`config.mk`:
```
export PLATFORM = sky130hd
export DESIGN_NAME = hazard_stall_unit
export DESIGN_NICKNAME = d
export VERILOG_FILES = /design/src/rtl/proc_pkg.sv /design/src/rtl/insn_reads_decode.sv /design/src/rtl/hazard_stall_unit.sv
export SDC_FILE = /design/constraint.sdc
export NUM_CORES = 1
export LEC_CHECK = 0
export BUFFER_PORTS_ARGS = -buffer_cell sky130_fd_sc_hd__buf_2
export CELL_PAD_IN_SITES_DETAIL_PLACEMENT = 0
export CELL_PAD_IN_SITES_GLOBAL_PLACEMENT = 2
export CORE_AREA = 2 2 73 75
export CTS_CLUSTER_DIAMETER = 60
export DETAILED_ROUTE_END_ITERATION = 16
export DIE_AREA = 0 0 75 77
export GPL_TIMING_DRIVEN = 0
export PLACE_DENSITY = 0.9
export REMOVE_ABC_BUFFERS = 1
export SETUP_SLACK_MARGIN = 0.3
export SLEW_MARGIN = 40
export SYNTH_ARGS = -nofsm -noshare
export SYNTH_HDL_FRONTEND = slang
export SYNTH_SLANG_ARGS = --single-unit
```
`constraint.sdc`:
```
create_clock -name clock -period 6.2 [get_ports clock]
set_input_delay 0.62 -clock clock [delete_from_list [all_inputs] [get_ports clock]]
set_output_delay 0.62 -clock clock [all_outputs]
set_load 0.1 [all_outputs]
```
`src/rtl/proc_pkg.sv`:
```
// Shared processor ISA constants: opcode/ALU-op encodings, field positions
// and the interlock FSM state type.
package proc_pkg;

   localparam int OPC_HI = 31;
   localparam int OPC_LO = 27;
   localparam int RD_HI  = 26;
   localparam int RD_LO  = 22;
   localparam int RS_HI  = 21;
   localparam int RS_LO  = 17;
   localparam int RT_HI  = 16;
   localparam int RT_LO  = 12;
   localparam int ALU_HI = 6;
   localparam int ALU_LO = 2;

   localparam logic [4:0] OP_R    = 5'b00000;
   localparam logic [4:0] OP_BNE  = 5'b00010;
   localparam logic [4:0] OP_JR   = 5'b00100;
   localparam logic [4:0] OP_ADDI = 5'b00101;
   localparam logic [4:0] OP_BLT  = 5'b00110;
   localparam logic [4:0] OP_SW   = 5'b00111;
   localparam logic [4:0] OP_LW   = 5'b01000;
   localparam logic [4:0] OP_BEQ  = 5'b01011;
   localparam logic [4:0] OP_LED  = 5'b01100;
   localparam logic [4:0] OP_CAP  = 5'b01101;

   localparam logic [4:0] ALU_SLL = 5'b00100;
   localparam logic [4:0] ALU_SRA = 5'b00101;
   localparam logic [4:0] ALU_MUL = 5'b00110;
   localparam logic [4:0] ALU_DIV = 5'b00111;

   typedef enum logic [0:0] {
      ST_RUN     = 1'b0,
      ST_MD_WAIT = 1'b1
   } hz_state_e;

endpackage

```
`src/rtl/insn_reads_decode.sv`:
```
// Per-instruction decode of which register fields are read as sources,
// plus lw/sw/mult-div class flags.
module insn_reads_decode
   import proc_pkg::*;
(
   input  logic [31:0] insn,
   output logic        reads_rs,
   output logic        reads_rt,
   output logic        reads_rd,
   output logic        is_lw,
   output logic        is_sw,
   output logic        is_md
);

   logic [4:0] opc;
   logic [4:0] alu;
   logic       is_r;
   logic       is_shift;
   logic       unused_bits;

   assign opc      = insn[OPC_HI:OPC_LO];
   assign alu      = insn[ALU_HI:ALU_LO];
   assign is_r     = (opc == OP_R);
   // sll and sra share the 0010x encoding and take a shamt instead of rt
   assign is_shift = (alu[4:1] == ALU_SLL[4:1]);

   assign reads_rs = opc inside {OP_R, OP_ADDI, OP_LW, OP_SW, OP_BNE,
                                 OP_BLT, OP_BEQ, OP_LED, OP_CAP};
   assign reads_rt = is_r && !is_shift;
   assign reads_rd = opc inside {OP_BNE, OP_BLT, OP_JR, OP_SW, OP_BEQ, OP_LED};
   assign is_lw    = (opc == OP_LW);
   assign is_sw    = (opc == OP_SW);
   assign is_md    = is_r && ((alu == ALU_MUL) || (alu == ALU_DIV));

   assign unused_bits = ^{insn[RD_HI:7], insn[1:0]};

endmodule

```
`src/rtl/hazard_stall_unit.sv`:
```
// Load-use and mult/div interlock: PC/FD/DX holds, DX/XM bubbles, multdiv
// handshake. Optional stall counter enabled by defining HAZARD_PERF_EN.
module hazard_stall_unit
   import proc_pkg::*;
#(
   parameter int unsigned MD_TIMEOUT = 64,
   parameter int unsigned CNT_W      = 16
) (
   input  logic             clock,
   input  logic             reset_n,
   input  logic [31:0]      fd_insn,
   input  logic [31:0]      dx_insn,
   input  logic             branch_taken,
   input  logic             md_ready,
   output logic             pc_stall,
   output logic             fd_stall,
   output logic             dx_stall,
   output logic             dx_bubble,
   output logic             xm_bubble,
   output logic             md_start,
   output logic             md_timeout,
   output logic [CNT_W-1:0] stall_count
);

   localparam int unsigned TO_W      = (MD_TIMEOUT > 1) ? $clog2(MD_TIMEOUT) : 1;
   localparam int unsigned TO_LAST_I = (MD_TIMEOUT == 0) ? 0 : MD_TIMEOUT - 1;
   localparam logic [TO_W-1:0] TO_LAST = TO_LAST_I[TO_W-1:0];

   logic fd_rs_rd, fd_rt_rd, fd_rd_rd, fd_is_sw;
   logic dx_is_lw, dx_is_md;
   logic fd_is_lw, fd_is_md, dx_rs_rd, dx_rt_rd, dx_rd_rd, dx_is_sw;
   logic unused_dec;

   insn_reads_decode u_fd_dec (
      .insn     (fd_insn),
      .reads_rs (fd_rs_rd),
      .reads_rt (fd_rt_rd),
      .reads_rd (fd_rd_rd),
      .is_lw    (fd_is_lw),
      .is_sw    (fd_is_sw),
      .is_md    (fd_is_md)
   );

   insn_reads_decode u_dx_dec (
      .insn     (dx_insn),
      .reads_rs (dx_rs_rd),
      .reads_rt (dx_rt_rd),
      .reads_rd (dx_rd_rd),
      .is_lw    (dx_is_lw),
      .is_sw    (dx_is_sw),
      .is_md    (dx_is_md)
   );

   assign unused_dec = ^{fd_is_lw, fd_is_md, dx_rs_rd, dx_rt_rd, dx_rd_rd, dx_is_sw};

   logic [4:0] dx_rd;
   logic       hit_rs, hit_rt, hit_rd, lu_hit;

   assign dx_rd  = dx_insn[RD_HI:RD_LO];
   assign hit_rs = fd_rs_rd && (fd_insn[RS_HI:RS_LO] == dx_rd);
   assign hit_rt = fd_rt_rd && (fd_insn[RT_HI:RT_LO] == dx_rd);
   assign hit_rd = fd_rd_rd && (fd_insn[RD_HI:RD_LO] == dx_rd);
   // sw store data matching only through rd is covered by the WM bypass
   assign lu_hit = dx_is_lw && (dx_rd != 5'd0) && (hit_rs || hit_rt || hit_rd) &&
                   !(fd_is_sw && hit_rd && !hit_rs && !hit_rt);

   hz_state_e       state_q, state_d;
   logic [TO_W-1:0] to_q, to_d;
   logic            pc_c, fd_c, dx_c, dxb_c, xmb_c, start_c, tout_c;

   always_comb begin
      state_d = state_q;
      to_d    = to_q;
      pc_c    = 1'b0;
      fd_c    = 1'b0;
      dx_c    = 1'b0;
      dxb_c   = 1'b0;
      xmb_c   = 1'b0;
      start_c = 1'b0;
      tout_c  = 1'b0;
      case (state_q)
         ST_RUN: begin
            if (dx_is_md) begin
               start_c = 1'b1;
               {pc_c, fd_c, dx_c, xmb_c} = 4'b1111;
               state_d = ST_MD_WAIT;
               to_d    = '0;
            end else if (lu_hit && !branch_taken) begin
               {pc_c, fd_c, dxb_c} = 3'b111;
            end
         end
         ST_MD_WAIT: begin
            if (md_ready) begin
               state_d = ST_RUN;
            end else if ((MD_TIMEOUT != 0) && (to_q == TO_LAST)) begin
               tout_c  = 1'b1;
               state_d = ST_RUN;
            end else begin
               {pc_c, fd_c, dx_c, xmb_c} = 4'b1111;
               to_d = to_q + TO_W'(1);
            end
         end
         default: state_d = ST_RUN;
      endcase
   end

   always_ff @(posedge clock or negedge reset_n) begin
      if (!reset_n) begin
         state_q <= ST_RUN;
         to_q    <= '0;
      end else begin
         state_q <= state_d;
         to_q    <= to_d;
      end
   end

   // Outputs forced low during reset even though decode stays live
   assign pc_stall   = reset_n & pc_c;
   assign fd_stall   = reset_n & fd_c;
   assign dx_stall   = reset_n & dx_c;
   assign dx_bubble  = reset_n & dxb_c;
   assign xm_bubble  = reset_n & xmb_c;
   assign md_start   = reset_n & start_c;
   assign md_timeout = reset_n & tout_c;

`ifdef HAZARD_PERF_EN
   logic [CNT_W-1:0] cnt_q;

   always_ff @(posedge clock or negedge reset_n) begin
      if (!reset_n)
         cnt_q <= '0;
      else if (fd_stall && !(&cnt_q))
         cnt_q <= cnt_q + CNT_W'(1);
   end

   assign stall_count = cnt_q;
`else
   assign stall_count = '0;
`endif

endmodule

```
Yosys cells after proc, flatten, opt, wreduce, memory -nomap -nowiden:

Index checks and enable logic that the tools add are counted.

* muxes and demuxes: 17
* bitwise operators: 6
* equal/unequal tests: 20
* add/sub/neg operators: 1
* reduce and logical (&&, ||, !) cells: 26

Operator list (count)
* 5-bit by 3-bit equality test with 1-bit output (second input constant): 6
* 5-bit by 4-bit equality test with 1-bit output (second input constant): 5
* 6-bit 2-to-1 mux: 3
* 5-bit equality test: 3
* 1-bit logical AND: 12
* 6-bit case mux with 2 select lines: 1
* 1-bit 2-to-1 mux: 11
* 5-bit logical NOT: 2
* 9-bit nonzero test: 1
* 6-bit by 1-bit adder with 6-bit output (second input constant): 1
* 6-bit equality test (second input constant): 1
* 2-bit != test (second input constant): 3
* 6-bit nonzero test: 1
* 1-bit bitwise AND: 5
* 5-bit by 2-bit equality test with 1-bit output (second input constant): 1
* 1-bit logical NOT: 5
* 5-bit nonzero test: 1
* 4-bit by 2-bit equality test with 1-bit output (second input constant): 1
* 1-bit case mux with 2 select lines: 2
* 1-bit logical OR: 3
* 3-bit AND reduction: 1
* 1-bit NOT: 1

* output and inout port bits: 23
* word-level logic and storage cells: 72
* flip-flop bits (word level): 7
* bits of input ports: 68

Logic depth before layout (Yosys ltp):

Gate-level depths: netlist of run 1.

* word-level depth: 13
* gate-level depth with buffers: 7

By module:

From an unflattened synthesis of run 1, not the netlist that was laid out.

* cell total of the unflattened synthesis: 125
* area, all modules: 1003.5 um^2

By module, submodules not included
* hazard_stall_unit: cells an instance 85, instances 1, area an instance 745.7 um^2
* insn_reads_decode: cells an instance 20, instances 2, area an instance 128.9 um^2

Worst setup path after synthesis of run 1:

No wires, ideal clock.

* path type: input to output
* start: input dx_insn[28]
* end: output pc_stall
* data arrival time: 4.002 ns
* stages: 7
* path slack: 1.578 ns
* cells stage by stage: or4_4 > nor4_1 > nor2_1 > inv_1 > and2_1 > nand3b_1 > buf_4

* cells in the longest elaborated chain, start to end: 9
* elaborated cells between the ends (all ways): 11
* those cells by class: eq/ne (1); mux (3); bitwise (1); reduce/logical (6)

RTL lines
* start, declared: line hazard_stall_unit.sv:12 `input logic [31:0] dx_insn,`
* 5-bit by 4-bit equality test with 1-bit output
* 1-bit logical AND (3 in a row): line hazard_stall_unit.sv:64 `assign lu_hit = dx_is_lw && (dx_rd != 5'd0) && (hit_rs || hit_rt || hit_rd) &&`
* 1-bit logical AND: line hazard_stall_unit.sv:88 `end else if (lu_hit && !branch_taken) begin`
* 1-bit 2-to-1 mux
* 1-bit 2-to-1 mux (*)
* 1-bit case mux with 2 select lines (*)
* 1-bit bitwise AND (*)
* end, declared: line hazard_stall_unit.sv:15 `output logic pc_stall,`

Every way passes the cells marked *; elsewhere a longest branch is shown, timed or not.

Worst setup path after layout of run 1:

* start: input dx_insn[28]
* end: output pc_stall

* cells in the longest elaborated chain, start to end: 9
* elaborated cells between the ends (all ways): 11
* those cells by class: eq/ne (1); mux (3); bitwise (1); reduce/logical (6)

RTL lines
* 5-bit by 4-bit equality test with 1-bit output
* 1-bit logical AND (3 in a row): line hazard_stall_unit.sv:64
* 1-bit logical AND: line hazard_stall_unit.sv:88
* 1-bit 2-to-1 mux: line hazard_stall_unit.sv:88
* 1-bit 2-to-1 mux (*): line hazard_stall_unit.sv:83 `if (dx_is_md) begin`
* 1-bit case mux with 2 select lines (*): line hazard_stall_unit.sv:81 `case (state_q)`
* 1-bit bitwise AND (*): line hazard_stall_unit.sv:118 `assign pc_stall = reset_n & pc_c;`

Marks and branches as above.

==> run_results.csv, run 1 <==
group,metric,value,unit
yosys,synthCells,96,
global_route,grt_pass1_vias,745,
setup_path,r2r_start,"to_q[0]$_DFFE_PN0P_",
timing,tightestPinTransition,781,ps
place,place_hpwl,1.77,mm
clocking,clock_latency,230,ps
timing,min_period,3520,ps
setup_path,cp.required,5580,ps
routing,drc,0,
place,io_buffers,48,
timing,max_freq,284,MHz
yosys,ys_types,32,
timing,slew_viol_final,0,
layout,layout_common_cells,"buf_2, conb_1, xnor2_1, xor2_1, dfrtp_1",
run_status,status,"complete, no violations",
job,maxCapViolations,0,
place,dp.cells,211,
die,io_pins,91,
timing,tns,0,ps
clocking,htreeDepth,1,
timing,grt_setup_unrepaired,"false",
clocking,cts-resized-gates,0,
setup_path,crit_chain,"buf_2, or4_4, or4b_1, or4_1, nand3b_1, buf_2",
power,peakVddDrop,0.0837,mV
yosys,avgSynthCellArea,8.55,um^2
global_route,grt_max_degree,12,
clocking,cts.path.max_buffers,2,
global_route,grt_pass1_wl,3.13,mm
timing,holdWs,231,ps
layout,final_util,22.5,%
clocking,post-cts-setup-buffers,0,
die,start_util,16.5,%
layout,nets,215,
layout,fin_cells,215,
setup_path,cp-end-kind,"primary output",
power,power.leakage,0.534,nW
setup_path,slowest_delay,550,ps
layout,n_fill_cell,567,
setup_path,crit_buf_inv,2,
routing,drtIter0Drc,7,
timing,fin_skew,3.83,ps
setup_path,crit_family,"simple AND/OR/NAND/NOR gates",
layout,final_common_cell,"buf_2",
clocking,cts.sinks,7,
setup_path,critPathSlowestCell,"or4_4",
routing,ant_nets,0,
routing,vias,812,
setup_path,arrival,2900,ps
layout,antenna_cells,0,
yosys,ys_seq_elements,7,
hold_path,hold_path_class,"primary input to asynchronous set/reset pin",
power,p_per_area,175,nW/um^2
setup_path,startpoint_type,"primary input",
place,gp_congestion,0.795,
routing,wirelength,2.01,mm
clocking,ctsHoldBuffers,0,
die,core-area,4980,um^2
timing,hold_viol,0,
routing,vias_per_cell,3.78,
yosys,yosysWarnings,0,
clocking,clkTransAtPathRegs,40,ps
layout,drive_above_1_share,38.6,%
clocking,cts_tree,"done",
setup_path,crit_path_frequent_cell,"buf_2",
yosys,syn-cell-area,821,um^2
global_route,grt_usage,7.01,%
die,rows,26,
yosys,ys_seq_area_share,21.3,%
layout,syn2layout_area_growth,36.7,%
setup_path,criticalPathCategory,"primary input to primary output",
setup_path,setup.worst_path.start,"dx_insn[28]",
routing,avgRoutedWirePerCell,9.33,um
timing,finalCritPeriodShare,56.8,%
clocking,numCtsBuffers,3,
timing,setup_viol,0,
clocking,cts_root_buffer,"clkbuf_8",
global_route,antenna_found_initial,0,
setup_path,path_max_fanout,3,
routing,drtPass1Iterations,3,
die,die_x,75,um
global_route,gr-total-overflow,0,
timing,relSlewSlack,47.6,%
die,die_h,77,um
die,die_area,5780,um^2
worst paths after layout:
kind,cells past startpoint,endpoint,slack (ps)
max in group asynchronous,1,to_q[2]$_DFFE_PN0P_,5790
min in group clock,1,to_q[1]$_DFFE_PN0P_,560
min,1,to_q[5]$_DFFE_PN0P_,230
max,6,pc_stall,2680
max reg2reg,5,to_q[4]$_DFFE_PN0P_,4290
min reg2reg,1,to_q[1]$_DFFE_PN0P_,560
sequential cells by signal, indices dropped and copies added (netlist names):
| register | cells |
|---|---|
| state_q | 1 |
| to_q | 6 |
per-stage QoR:
step	cell area [um^2]	setup WS (ps)	power (mW)
6_report	1120	2680	0.197
2_1_floorplan	742	698	0.112
3_5_place_dp	1080	2640	0.133
4_1_cts	1120	2620	0.200
5_1_grt	1120	2550	0.208
3_3_place_gp	1070	2420	0.133
cells by family after synthesis:
family / after synthesis / share of synthesized area, %
compound gates: 8 / 6.71
simple gates: 38 / 29.7
mux: 2 / 2.59
xor+xnor: 19 / 20.3
buf+inv: 20 / 17.4
other cells: 1 / 0.457
fa+ha+maj: 1 / 1.52
flops: 7 / 21.3
area by class of cell:
cell class / instances / area (um^2) / area share (%)
clock inverter: 1 / 5.00 / 0.446
timing repair buffer: 48 / 240 / 21.4
sequential: 7 / 175 / 15.6
multi-input combinational: 84 / 566 / 50.4
tap: 70 / 87.6 / 7.80
inverter: 2 / 7.51 / 0.669
clock buffer: 3 / 41.3 / 3.68
layer usage:
layer  part of all wire (%)  GRT usage [%]
met1                     38           7.53
met2                     55           12.6
met3                    5.6           1.58
met4                    1.8           3.04
met5                      0              0
report_power, final:
part,internal (mW),switching (mW)
Sequential,0.0484,0.00286
Combinational,0.0219,0.0592
Clock,0.0435,0.0206
cells in the mapped netlist (all sizes together):
| cell type | n | area share [%] |
|---|---|---|
| o21ai | 1 | 0.61 |
| buf | 18 | 16 |
| and2 | 2 | 1.5 |
| conb | 1 | 0.46 |
| mux2 | 1 | 1.4 |
| nand3b | 2 | 1.8 |
| nor4bb | 1 | 1.2 |
| nand4 | 4 | 3.0 |
| nor3 | 2 | 1.2 |
| or4 | 4 | 4.1 |
| nand3 | 2 | 1.2 |
| nor4b | 2 | 2.1 |
| ha | 1 | 1.5 |
| nand2 | 3 | 1.4 |
| nand4bb | 1 | 1.4 |
| a311oi | 2 | 2.1 |
| or4b | 1 | 1.2 |
| nor3b | 2 | 1.8 |
| mux2i | 1 | 1.2 |
| nor4 | 3 | 2.3 |
| and3 | 1 | 0.76 |
| a21oi | 3 | 1.8 |
| o2111ai | 1 | 1.1 |
| xor2 | 9 | 9.6 |
| dfrtp | 7 | 21 |
| xnor2 | 10 | 11 |
| a22o | 1 | 1.1 |
| nor2 | 6 | 2.7 |
| inv | 2 | 0.91 |
| or3b | 1 | 1.1 |
| nand2b | 1 | 0.76 |
(Power assumes the default switching activity.)
==> run 2: changes to the inputs <==
Settings changed: CORE_AREA 2 2 73 75 to 2 2 80 82, DIE_AREA 0 0 75 77 to 0 0 82 84, PLACE_DENSITY 0.9 to 0.8.
Clock period 6.2 ns to 3.19 ns, I/O delays scaled along.
==> run 2 against run 1 <==
Design area rose by 3.3%; setup slack worse by 2400 ps; sequential cell count is the same.
==> run_results.csv, run 2 (synthesis gave the netlist of run 1 again) <==
group,metric,value,unit
hold_path,hold_path_class,"primary input to register",
layout,antenna_cells,0,
layout,final_common_cell,"buf_2",
routing,vias_per_cell,3.67,
job,maxCapViolations,0,
global_route,grt_usage,6.25,%
routing,avgRoutedWirePerCell,9.80,um
layout,regMostFlops,"to_q",
place,place_hpwl,1.89,mm
power,power.leakage,0.534,nW
die,io_pins,91,
place,gp_congestion,0.727,
layout,drive_above_1_share,38.4,%
clocking,cts_tree,"done",
layout,layout_common_cells,"buf_2, conb_1, xnor2_1, xor2_1, dfrtp_1",
setup_path,path_max_fanout,3,
die,start_util,13.5,%
layout,reg.largest.list,"to_q x6, state_q x1",
hold_path,worstHoldStart,"dx_insn[6]",
routing,ant_nets,0,
setup_path,r2r_start,"to_q[2]$_DFFE_PN0P_",
layout,nets,216,
global_route,gr-total-overflow,0,
layout,final_util,19.0,%
timing,slew_viol_final,0,
global_route,grt_util_met2,11.3,%
routing,drtPass1Iterations,4,
setup_path,crit_buf_inv,2,
timing,max_freq,349,MHz
setup_path,arrival,2550,ps
setup_path,cp.required,2870,ps
global_route,antenna_found_initial,0,
place,pre_cts_ws,245,ps
setup_path,setup.worst_path.start,"dx_insn[28]",
place,dp.cells,218,
timing,grt_setup_unrepaired,"true",
timing,fin_skew,2.27,ps
die,rows,29,
layout,syn2layout_area_growth,41.3,%
clocking,clock_latency,230,ps
timing,setup_viol,0,
global_route,met1_usage,7.17,%
setup_path,crit_family,"simple AND/OR/NAND/NOR gates",
setup_path,criticalPathCategory,"primary input to primary output",
clocking,htreeDepth,1,
setup_path,cp-end-kind,"primary output",
setup_path,critPathSlowestCell,"or4_4",
global_route,grt_max_degree,8,
global_route,grtUsageMet3,1.30,%
die,core-area,6100,um^2
die,die_x,82,um
clocking,numCtsBuffers,3,
clocking,cts.path.max_buffers,2,
place,dpl-instance-area,1080,um^2
routing,drtIter0Drc,10,
layout,n_fill_cell,717,
routing,wirelength,2.19,mm
setup_path,crit_chain,"buf_2, or4_4, or4b_1, or4_1, nand3b_1, clkbuf_4",
global_route,grt_pass1_wl,3.26,mm
die,die_area,6890,um^2
timing,min_period,2870,ps
die,die_h,84,um
run_status,status,"complete, no violations",
layout,largest_register_ffs,6,
place,io_buffers,48,
setup_path,startpoint_type,"primary input",
global_route,grt_pass1_vias,719,
timing,hold_viol,0,
layout,fin_cells,223,
timing,finalCritPeriodShare,89.9,%
clocking,cts_root_buffer,"clkbuf_8",
clocking,clkTransAtPathRegs,40,ps
timing,fin_ws,324,ps
clocking,cts.sinks,7,
layout,final_area,1160,um^2
power,peakVddDrop,0.148,mV
routing,vias,819,
power,p_per_area,332,nW/um^2
routing,drc,0,
global_route,grt.busiest_layer,"met2",
setup_path,slowest_delay,560,ps
run 2: power breakdown:
| part | leakage (nW) | internal [mW] | total (mW) | switching (mW) |
|---|---|---|---|---|
| clock | 0.0228 | 0.0865 | 0.126 | 0.0391 |
| sequential | 0.0947 | 0.0942 | 0.0996 | 0.00541 |
| combinational | 0.417 | 0.0434 | 0.160 | 0.117 |
run 2: final cells by class:
cell class | count | area, um^2 | share of cell area (%)
timing repair buffer | 49 | 255 | 22.0
tap | 77 | 96.3 | 8.31
inverter | 2 | 7.51 | 0.647
sequential | 7 | 175 | 15.1
multi-input combinational | 84 | 581 | 50.1
clock buffer | 4 | 45.0 | 3.88
run 2: final timing paths:
path | to | slack [ps] | depth (start not counted)
hold / removal | to_q[2]$_DFFE_PN0P_ | 380 | 3
setup reg to reg | to_q[0]$_DFFE_PN0P_ | 1520 | 4
max in group asynchronous | state_q$_DFF_PN0_ | 2350 | 2
setup / recovery | pc_stall | 320 | 6
min in group asynchronous | to_q[3]$_DFFE_PN0P_ | 580 | 2
hold reg to reg | to_q[4]$_DFFE_PN0P_ | 560 | 2
run 2: what timing repair did:
action / in CTS / in global routing
hold endpoints to repair: 7 / 0
setup buffers: 0 / 0
endpoints found under the setup margin: 2 / 2
gates resized for setup: 0 / 3
hold buffers: 1 / 0
run 2: through the flow:
step	hold slack, ps	power, mW	TNS [ps]
floorplan	23.4	0.218	-4640
global placement	181	0.258	-57.3
detailed placement	183	0.259	0
CTS	386	0.389	0
global route	403	0.402	0
finish	385	0.385	0
run 2: metal layers:
layer	routed length, um	part of all wire (%)	up-vias
met1	832	38	377
met2	1220	56	26
met5	0	0	-
met3	114	5.2	3
met4	23	1.1	0
li1	-	-	413
run 2: worst register-to-register path: stages (launching register included):
cell	delay, ps
dfrtp_1	410
and3_1	220
a311oi_2	510
nor2_1	130
mux2_2	280
==> run 3: changes to the inputs <==
Settings changed: CORE_AREA 2 2 80 82 to 3 3 81 83, DIE_AREA 0 0 82 84 to 0 0 84 86.
==> run 3 against run 2 <==
Clock skew barely moved; design area fell by 0.97%; register-to-register slack got worse by 90 ps; routed wire length increased by 11%; non-clock buffer count did not move; critical path type unchanged; sequential share of layout area grew 0.15 points; largest power group unchanged; count of clock-buffer cells in the layout did not move.
==> run_results.csv, run 3 (synthesis gave the netlist of run 1 again) <==
group,metric,value,unit
run_status,status,"complete, no violations",
layout,final_common_cell,"buf_2",
place,place_hpwl,2.05,mm
clocking,cts.sinks,7,
global_route,antenna_found_initial,0,
global_route,grt_pass1_wl,3.79,mm
timing,slew_viol_final,0,
timing,setup_viol,0,
clocking,cts.path.max_buffers,2,
global_route,grt_pass1_vias,787,
routing,wl_met3,156,um
routing,vias_per_cell,3.69,
die,io_pins,91,
setup_path,criticalPathCategory,"primary input to primary output",
timing,hold_viol,0,
layout,syn2layout_area_growth,39.9,%
place,dpl-instance-area,1080,um^2
setup_path,path_max_fanout,3,
global_route,grt_max_degree,8,
routing,met2_length,1.21,mm
layout,regMostFlops,"to_q",
setup_path,rr_worst_depth,4,
setup_path,startpoint_type,"primary input",
routing,drc,0,
timing,finalCritPeriodShare,89.2,%
hold_path,min_to,"to_q[4]$_DFFE_PN0P_",
timing,fin_skew,1.91,ps
setup_path,r2r_setup_slack,1430,ps
clocking,post-cts-setup-buffers,0,
setup_path,r2r_start,"to_q[0]$_DFFE_PN0P_",
clocking,cts_root_buffer,"clkbuf_8",
hold_path,hold_depth,3,
clocking,numCtsBuffers,3,
die,rows,28,
routing,avgRoutedWirePerCell,11.0,um
layout,drive_above_1_share,38.4,%
timing,grt_setup_unrepaired,"true",
die,start_util,13.9,%
setup_path,reg2reg_to,"to_q[0]$_DFFE_PN0P_",
die,die_area,7220,um^2
clocking,clock_latency,220,ps
timing,holdWs,388,ps
layout,reg.largest.list,"to_q x6, state_q x1",
global_route,grt_usage,6.59,%
timing,tightestPinTransition,590,ps
job,maxCapViolations,0,
die,die_x,84,um
die,core-area,5920,um^2
routing,drtPass1Iterations,4,
clocking,htreeDepth,1,
setup_path,cp.required,2870,ps
layout,final_area,1150,um^2
layout,n_fill_cell,673,
routing,drtIter0Drc,12,
clocking,cts_tree,"done",
hold_path,worstHoldStart,"dx_insn[6]",
power,peakVddDrop,0.154,mV
layout,antenna_cells,0,
setup_path,cp-end-kind,"primary output",
clocking,clkTransAtPathRegs,40,ps
routing,ant_nets,0,
place,gp_congestion,0.678,
power,power.leakage,0.534,nW
routing,wl_met1,1.07,mm
place,io_buffers,48,
power,p_per_area,335,nW/um^2
routing,vias,815,
layout,nets,216,
setup_path,arrival,2530,ps
hold_path,hold_path_class,"primary input to register",
global_route,gr-total-overflow,0,
timing,min_period,2850,ps
timing,relSlewSlack,60.3,%
timing,max_freq,351,MHz
layout,layout_common_cells,"buf_2, conb_1, xnor2_1, xor2_1, dfrtp_1",
routing,highest_layer,"met3",
setup_path,setup.worst_path.start,"dx_insn[28]",
routing,wirelength,2.43,mm
layout,largest_register_ffs,6,
die,die_h,86,um
==> run 3: cell count changes in the layout (fill, tap and decap cells not counted) <==
| cell | previous run | this run |
|---|---|---|
| nor4_2 | 0 | 1 |
| nor4_4 | 1 | 0 |
==> run 3: worst max-delay path, cell delays in order <==
cell	delay, ps
buf_2	100
or4_4	560
or4b_1	540
or4_1	550
nand3b_1	130
clkbuf_4	340
==> run 3: cell type report <==
class	count	area (um^2)	area share [%]
multi-input combinational	84	572	49.8
timing repair buffer	49	255	22.2
sequential	7	175	15.3
tap	75	93.8	8.17
clock buffer	4	45.0	3.92
inverter	2	7.51	0.654
==> run 3: power by group <==
| group | switching (mW) | internal [mW] |
|---|---|---|
| clock network | 0.0375 | 0.0864 |
| logic | 0.117 | 0.0434 |
| registers | 0.00643 | 0.0941 |
==> run 3: worst max-delay path by stage <==
stage	end	slack (ps)	cells past startpoint
floorplan	fd_stall	-1710	6
global placement	pc_stall	70	8
detailed placement	fd_stall	240	6
CTS	fd_stall	230	6
global route	pc_stall	280	6
finish	pc_stall	340	6
==> run 3: per-layer routing <==
layer / track usage, % / vias to the layer above
li1: - / 418
met1: 8.77 / 366
met2: 10.8 / 31
met3: 1.44 / 0
met4: 1.75 / 0
met5: 0 / -
==> run 3: timing repair <==
| action | 4_1_cts | 5_1_grt |
|---|---|---|
| hold endpoints to repair | 7 | 0 |
| endpoints found under the setup margin | 2 | 2 |
| hold buffers | 1 | 0 |
| gates resized for setup | 1 | 2 |
==> run 3: through the flow <==
stage	std cells	setup TNS, ps	setup WS [ps]	util [%]	power, mW
6_report	221	0	343	19.4	0.385
5_1_grt	221	0	276	19.4	0.406
4_1_cts	221	0	226	19.3	0.390
3_5_place_dp	216	0	237	18.3	0.260
3_3_place_gp	216	0	72.8	18.2	0.258
2_1_floorplan	93	-4640	-1710	-	0.218
